===== src/rtl/bcd_digit_scan.sv =====
// Binary-to-BCD converter (shift-add-3, one bit per clock) feeding a time-multiplexed
// multi-digit display bus with optional leading-zero blanking.
module bcd_digit_scan #(
  parameter int DIGITS   = 4,
  parameter int BIN_W    = 14,
  parameter int SCAN_DIV = 50000,
  parameter int BLANK_LZ = 1
) (
  input  logic              clk,
  input  logic              rst,
  input  logic [BIN_W-1:0]  value_i,
  input  logic              load_i,
  output logic              busy_o,
  output logic              done_o,
  output logic              overflow_o,
  output logic [3:0]        bcd_o,
  output logic [DIGITS-1:0] digit_en_o
);

  localparam int BCD_W = DIGITS * 4;
  localparam int SR_W  = BCD_W + BIN_W;
  localparam int CNT_W = (BIN_W > 1) ? $clog2(BIN_W) : 1;
  localparam int DIV_W = $clog2(SCAN_DIV);
  localparam int IDX_W = (DIGITS > 1) ? $clog2(DIGITS) : 1;

  function automatic longint unsigned pow10(input int n);
    longint unsigned r;
    r = 1;
    for (int i = 0; i < n; i++) r = r * 10;
    return r;
  endfunction

  localparam longint unsigned LIMIT = pow10(DIGITS);
  localparam logic [BCD_W-1:0] ALL_NINES = {DIGITS{4'h9}};

  localparam logic [1:0] S_IDLE   = 2'd0;
  localparam logic [1:0] S_SHIFT  = 2'd1;
  localparam logic [1:0] S_COMMIT = 2'd2;

  // Conversion state
  logic [1:0]       state_q, state_d;
  logic [CNT_W-1:0] cnt_q, cnt_d;
  logic [SR_W-1:0]  sr_q, sr_d, sr_adj;
  logic             ovf_pend_q, ovf_pend_d;
  logic             overflow_q, overflow_d;
  logic [BCD_W-1:0] disp_q, disp_d;

  // Scan state
  logic [DIV_W-1:0]  div_q, div_d;
  logic [IDX_W-1:0]  idx_q, idx_d, idx_dly_q;
  logic [3:0]        bcd_q, bcd_d;
  logic [DIGITS-1:0] digit_en_q, digit_en_d;

  function automatic logic [SR_W-1:0] add3(input logic [SR_W-1:0] s);
    logic [SR_W-1:0] r;
    r = s;
    for (int k = 0; k < DIGITS; k++)
      if (r[BIN_W+4*k +: 4] >= 4'd5) r[BIN_W+4*k +: 4] = r[BIN_W+4*k +: 4] + 4'd3;
    return r;
  endfunction

  // A digit is blank when it and every more-significant digit are zero; digit 0 always shows.
  function automatic logic [3:0] digit_code(input logic [BCD_W-1:0] d,
                                            input logic [IDX_W-1:0] idx);
    logic lead;
    lead = (BLANK_LZ != 0) && (idx != '0);
    for (int k = 0; k < DIGITS; k++)
      if (IDX_W'(k) >= idx && d[4*k +: 4] != 4'd0) lead = 1'b0;
    return lead ? 4'hF : d[4*idx +: 4];
  endfunction

  assign sr_adj = add3(sr_q);

  always_comb begin
    // NOTE: every comb output gets a default first so no path leaves it unassigned (no latch).
    state_d    = state_q;
    cnt_d      = cnt_q;
    sr_d       = sr_q;
    ovf_pend_d = ovf_pend_q;
    overflow_d = overflow_q;
    disp_d     = disp_q;
    case (state_q)
      S_IDLE: begin
        if (load_i) begin
          sr_d       = {{BCD_W{1'b0}}, value_i};
          cnt_d      = '0;
          ovf_pend_d = (64'(value_i) >= LIMIT);
          state_d    = S_SHIFT;
        end
      end
      S_SHIFT: begin
        sr_d = {sr_adj[SR_W-2:0], 1'b0};
        if (cnt_q == CNT_W'(BIN_W - 1)) state_d = S_COMMIT;
        else                            cnt_d   = cnt_q + 1'b1;
      end
      S_COMMIT: begin
        disp_d     = ovf_pend_q ? ALL_NINES : sr_q[SR_W-1 -: BCD_W];
        overflow_d = ovf_pend_q;
        state_d    = S_IDLE;
      end
      default: state_d = S_IDLE;
    endcase
  end

  always_comb begin
    div_d = div_q + 1'b1;
    idx_d = idx_q;
    if (div_q == DIV_W'(SCAN_DIV - 1)) begin
      div_d = '0;
      idx_d = (idx_q == IDX_W'(DIGITS - 1)) ? '0 : idx_q + 1'b1;
    end
    bcd_d = digit_code(disp_q, idx_q);
    for (int k = 0; k < DIGITS; k++) digit_en_d[k] = (idx_dly_q == IDX_W'(k));
  end

  always_ff @(posedge clk or posedge rst) begin
    if (rst) begin
      state_q    <= S_IDLE;
      cnt_q      <= '0;
      sr_q       <= '0;
      ovf_pend_q <= 1'b0;
      overflow_q <= 1'b0;
      disp_q     <= '0;
      div_q      <= '0;
      idx_q      <= '0;
      idx_dly_q  <= '0;
      bcd_q      <= 4'hF;
      digit_en_q <= '0;
    end else begin
      // NOTE: registers use non-blocking assignment so all of them update from pre-edge values.
      state_q    <= state_d;
      cnt_q      <= cnt_d;
      sr_q       <= sr_d;
      ovf_pend_q <= ovf_pend_d;
      overflow_q <= overflow_d;
      disp_q     <= disp_d;
      div_q      <= div_d;
      idx_q      <= idx_d;
      idx_dly_q  <= idx_q;
      bcd_q      <= bcd_d;
      digit_en_q <= digit_en_d;
    end
  end

  assign busy_o     = (state_q != S_IDLE);
  assign done_o     = (state_q == S_COMMIT);
  // Overflow is presented together with the done pulse, then held by overflow_q.
  assign overflow_o = done_o ? ovf_pend_q : overflow_q;
  assign bcd_o      = bcd_q;
  assign digit_en_o = digit_en_q;

endmodule

===== config.mk =====
export PLATFORM = sky130hd
export DESIGN_NAME = bcd_digit_scan
export DESIGN_NICKNAME = d
export VERILOG_FILES = /design/src/rtl/bcd_digit_scan.sv
export SDC_FILE = /design/constraint.sdc
export NUM_CORES = 1
export LEC_CHECK = 0
export BUFFER_PORTS_ARGS = -buffer_cell sky130_fd_sc_hd__buf_2
export CAP_MARGIN = 10
export CORE_MARGIN = 4
export CORE_UTILIZATION = 50
export DETAILED_ROUTE_END_ITERATION = 8
export PLACE_DENSITY = 0.68
export SLEW_MARGIN = 20
export SYNTH_ARGS = -nofsm -noshare
export SYNTH_HDL_FRONTEND = slang
export SYNTH_SLANG_ARGS = --single-unit

===== constraint.sdc =====
create_clock -name clk -period 6.1 [get_ports clk]
set_clock_uncertainty 0.05 [all_clocks]
set_input_delay 1.22 -clock clk [delete_from_list [all_inputs] [get_ports clk]]
set_output_delay 1.22 -clock clk [all_outputs]
set_load 0.01 [all_outputs]

## Yosys cells after proc, flatten, opt, wreduce, memory -nomap -nowiden

Cells that the tools add are included.

- Bits of input ports: 17
- Flip-flop bits (word level): 82
- Output and inout port bits: 11

- Multiplexer cells: 21
- Equality and inequality tests: 11
- Order comparisons: 9
- Shift-type cells: 1
- Add/sub/neg operators: 7
- Reduce and logical (&&, ||, !) cells: 17

Operators with widths:

| kind | number |
|---|---|
| one-hot mux 30 bit (2 select lines) | 1 |
| two-way mux 16 bit | 2 |
| two-way mux 30 bit | 1 |
| two-way mux 4 bit | 6 |
| adder 16 x 1 -> 16 bit (second input constant) | 1 |
| equality test 16 bit (second input constant) | 1 |
| greater-or-equal comparator 4 x 3 -> 1 bit (second input constant) | 4 |
| nonzero test 4 bit | 4 |
| indexed part select 16 x 5 -> 4 bit | 1 |
| greater-or-equal comparator 14 bit (second input constant) | 1 |
| adder 4 x 2 -> 4 bit (second input constant) | 3 |
| equality test 2 bit (second input constant) | 4 |
| one-hot mux 4 bit (2 select lines) | 1 |
| two-way mux 2 bit | 3 |
| != test 2 bit (second input constant) | 3 |
| AND reduction 2 bit | 3 |
| nonzero test 2 bit | 3 |
| two-way mux 1 bit | 5 |
| adder 4 x 1 -> 4 bit (second input constant) | 1 |
| equality test 2 x 1 -> 1 bit (second input constant) | 2 |
| equality test 4 bit (second input constant) | 1 |
| greater-or-equal comparator 1 x 2 -> 1 bit (first input constant) | 2 |
| greater-or-equal comparator 2 bit (first input constant) | 2 |
| logical AND 1 bit | 4 |
| 6 further kinds | 7 |

## Depth between registers and ports, before layout

- Word-level depth: 7
- Gate-level depth with buffers: 7

## Worst setup path after synthesis

No wires, ideal clock.

- Path kind: register to output
- Start point: register state_q[0]
- End point: output overflow_o
- Slack: 3.595 ns
- Data arrival time: 1.235 ns
- Data required time: 4.830 ns
- Cell stages (with the launch flop): 5
- Path through: dfrtp_1 -> nand2b_1 -> clkbuf_1 -> clkbuf_1 -> o21ai_0

- Cells in the longest elaborated chain, start to end: 2

RTL lines:

| what | RTL line | source |
|---|---|---|
| start: declaration | 41 | `logic [1:0] state_q, state_d;` |
| start signal: assignment | 131 | `state_q <= state_d;` |
| equality test 2 bit | 146 | `assign done_o = (state_q == S_COMMIT);` |
| two-way mux 1 bit | n/a |  |
| end: declaration | 15 | `output logic overflow_o,` |

No other way between the ends.

## Worst setup path after layout

- Start point: register ovf_pend_q
- End point: output overflow_o

- Cells in the longest elaborated chain, start to end: 1

RTL lines:

| what | RTL line | source |
|---|---|---|
| start: declaration | 44 | `logic ovf_pend_q, ovf_pend_d;` |
| start signal: assignment | 134 | `ovf_pend_q <= ovf_pend_d;` |
| two-way mux 1 bit | n/a |  |

No other way between the ends.

==> metrics.md <==
| Metric | Value |
|---|---|
| Post-CTS setup buffers | 0 |
| Lkg Pwr | 1.97 nW |
| Overflow after GRT | 0 |
| Worst EP arrival | 1.60 ns |
| Largest fanout on the critical path | 13 |
| Post-CTS Resized | 0 |
| Initial antenna violation count | 0 |
| Synth warnings | 0 |
| Tcrit/Tclk final | 47.1% |
| Power Dens Cells | 445 nW/um2 |
| RD Place Congestion | 0.769 |
| Mapped Cells | 387 |
| CP Cell Sequence | inv_1 -> o21ai_0 -> buf_2 |
| Final count of hold timing violations | 0 |
| Clk Latency, worst-skew pair | 0.35 ns |
| Worst-Margin Slew | 0.963 ns |
| Data required time of the worst path | 4.83 ns |
| Detailed-placement wirelength estimate | 4690 um |
| Max_cap viols | 0 |
| Chip width | 96.2 um |
| Hold_ws | 0.419 ns |
| Die ar. | 9250 um2 |
| Final setup fails | 0 |
| Critical R2R Launch | state_q[0] |
| Ys async rst share | 100% |
| Most used DFF post-synth | dfrtp_1 |
| Seq pwr share | 44.9% |
| Nets | 440 |
| Worst vdd ir | 0.000410 V |
| ANT nets after route | 0 |
| Iteration-0 DRC Markers | 141 |
| Minimum clock period | 2.87 ns |
| Sink Count | 82 |
| # rows | 31 |
| Comb power frac | 33.2% |
| Vias in the first global route | 2637 |
| Critical Path Start | ovf_pend_q |
| Initial Util | 52.5% |
| Slew Limit Fails | 0 |
| R2R Setup Slk | 4.04 ns |
| DIE HEIGHT | 96.2 um |
| Critical path's top delay family | flip-flops |
| Largest net degree at the start of global routing | 83 |
| Share of the synthesized area in the top cell type | 50.2% |
| Layout cells sized above 1 | 16.5% |
| Post-synth cell types | 38 |
| H-Tree Depth | 3 |
| Core area | 7410 um2 |
| Syn Std Cell Area | 3890 um2 |
| Setup tns final | 0 ns |
| Power Total | 1.91 mW |
| Synthesized area per cell | 10.0 um2 |
| Syn Nets | 418 |
| Port-buffer cells | 27 |
| Startpoint Class | flop |
| CP peak stage delay | 0.61 ns |
| Clock transition at path regs | 0.07 ns |
| Total track usage | 17.4% |
| Worst r2r path cells | 4 |
| 1st-pass router iterations | 4 |
| Status | completed |
| DRC viols | 0 |
| Max Clock Freq | 348 MHz |
| Post-Route WL | 6980 um |
| Vias | 2668 |
| Library cell with the largest summed area after synthesis | dfrtp_1 |
| Relative max-transition margin | 35.8% |
| Clk pwr share | 21.8% |
| HP Class | reg -> reg |
| Critical Path Stages | 3 |
| Area growth syn-to-layout | 10.5% |
| R2r endpoint | sr_q[17] |
| Wire length per cell | 13.7 um |
| First-pass GRT wire length | 12300 um |
| Sw frac | 35.4% |
| Internal Pwr Total | 1.23 mW |
| Seq/Total Area, Yosys | 52.9% |
| Type of the worst setup path | reg -> out |
| Sw power | 0.678 mW |
| EDFF count, synth | 0 |
| Crit path to | overflow_o |
| WP buf/inv | 2 |
| Root buffer cell | clkbuf_8 |
| Worst setup EP type | output port |
| CTS tree | done |
| RSZ-0062 raised after global routing | no |
| Diode count | 0 |
| Clock Tree Buf Depth | 2 |
| TritonCTS buffer count | 9 |
| Yosys reg bits | 82 |
| Top cells by area, synth | dfrtp_1 50%, nand2_1 5.3%, ha_1 4.5%, nor2_1 4.0%, o21ai_0 3.2% |
| Worst path slowest cell | dfrtp_1 |
| Vias per Instance | 5.22 |
| Io pins | 28 |
| Fill cells | 643 |
| # hold bufs at CTS | 0 |
[worst reg2reg max path, delay by kind of cell (launching register included)]
family,cells,cell delay [ns]
DFF,1,0.45
AOI/OAI and AO/OA,2,0.35
and+or+nand+nor,2,1.10
[sequential cells by signal, indices dropped and copies added (netlist names)]
| name | count |
|---|---|
| idx_dly_q | 2 |
| overflow_q | 1 |
| sr_q | 30 |
| digit_en_o | 4 |
| ovf_pend_q | 1 |
| div_q | 16 |
| cnt_q | 4 |
| idx_q | 2 |
| disp_q | 16 |
| bcd_o | 4 |
| state_q | 2 |
[placed cells by master, fill, tap and decap left out, types with 2 or more instances in the layout]
cell       count
a21oi_1        6
a31oi_1       13
a32o_1         4
and3_1         2
buf_2         27
bufinv_16      2
clkbuf_8      10
clkinv_2       2
dfrtp_1       78
dfstp_2        4
ha_1          14
inv_1         18
mux2_2         5
mux4_2         4
nand2_1       55
nand2b_1       5
nand3_1       23
nand4_1        4
nor2_1        41
nor2b_1        4
nor3_1         5
nor4_1         5
nor4_2         2
o21ai_0       25
o31ai_1       13
or2_2          5
xnor2_1       12
xor2_1        11
[area by class of cell]
cell class / instances / area, um2 / area share (%)
sequential: 82 / 2060 / 47.9
multi-input combinational: 268 / 1680 / 39.1
timing repair buffer: 29 / 154 / 3.58
clock buffer: 11 / 141 / 3.29
tap: 99 / 124 / 2.88
inverter: 19 / 72.6 / 1.69
clock inverter: 3 / 65.1 / 1.51
[cells by family after synthesis]
group	Yosys count	synth area share (%)
DFF	82	52.9
muxes	10	4.06
and+or+nand+nor	159	19.5
xor gates and xnor gates	23	5.18
AOI/OAI and AO/OA	62	9.79
buffers and inverters	37	4.02
adders and majority gates	14	4.51
[metrics by stage]
step	utilization [%]	worst slack [ns]	instance area [um2]	cells
2_1_floorplan	-	2.73	3890	387
5_1_grt	58.0	3.03	4300	511
3_3_place_gp	55.1	3.28	4080	497
3_5_place_dp	55.1	3.27	4080	497
4_1_cts	57.8	3.19	4290	511
6_report	58.0	3.23	4300	511
[cell usage after synthesis, types with 2 or more instances]
cell      number
nand2b_1       6
or2_2          5
buf_2          5
nor4_2         2
xnor2_1       12
nand4_1        4
nor2b_1        4
clkbuf_1       9
inv_1         19
dfrtp_1       78
dfstp_2        4
a31oi_1       13
ha_1          14
buf_1          2
xor2_1        11
o21ai_0       25
and3_1         2
nor3_1         5
o31ai_1       13
nor2_1        41
a32o_1         4
mux2_2         5
nand3_1       23
mux4_2         4
nand2_1       55
nor4_1         5
a21oi_1        6
[worst min-delay path by stage]
| stage | startpoint | depth (start not counted) | end |
|---|---|---|---|
| 2_1_floorplan | idx_q[1] | 0 | idx_dly_q[1] |
| 3_3_place_gp | idx_dly_q[0] | 1 | digit_en_o[0] |
| 3_5_place_dp | idx_dly_q[0] | 1 | digit_en_o[0] |
| 4_1_cts | idx_dly_q[0] | 1 | digit_en_o[0] |
| 5_1_grt | idx_dly_q[1] | 1 | digit_en_o[1] |
| 6_report | idx_dly_q[0] | 1 | digit_en_o[0] |
[power groups by stage]
| stage | sequential [mW] | clock [mW] | combinational, mW |
|---|---|---|---|
| floorplan | 0.824 | 0 | 0.530 |
| global placement | 0.862 | 0 | 0.617 |
| detailed placement | 0.864 | 0 | 0.641 |
| CTS | 0.858 | 0.428 | 0.642 |
| global route | 0.886 | 0.450 | 0.737 |
| finish | 0.859 | 0.417 | 0.635 |
[layer usage]
layer	wire, um	global-route usage (%)
met4	114	6.16
met1	3400	24.4
met2	3120	25.6
met5	0	0
met3	346	5.32
Power figures use the tool's default switching activity.
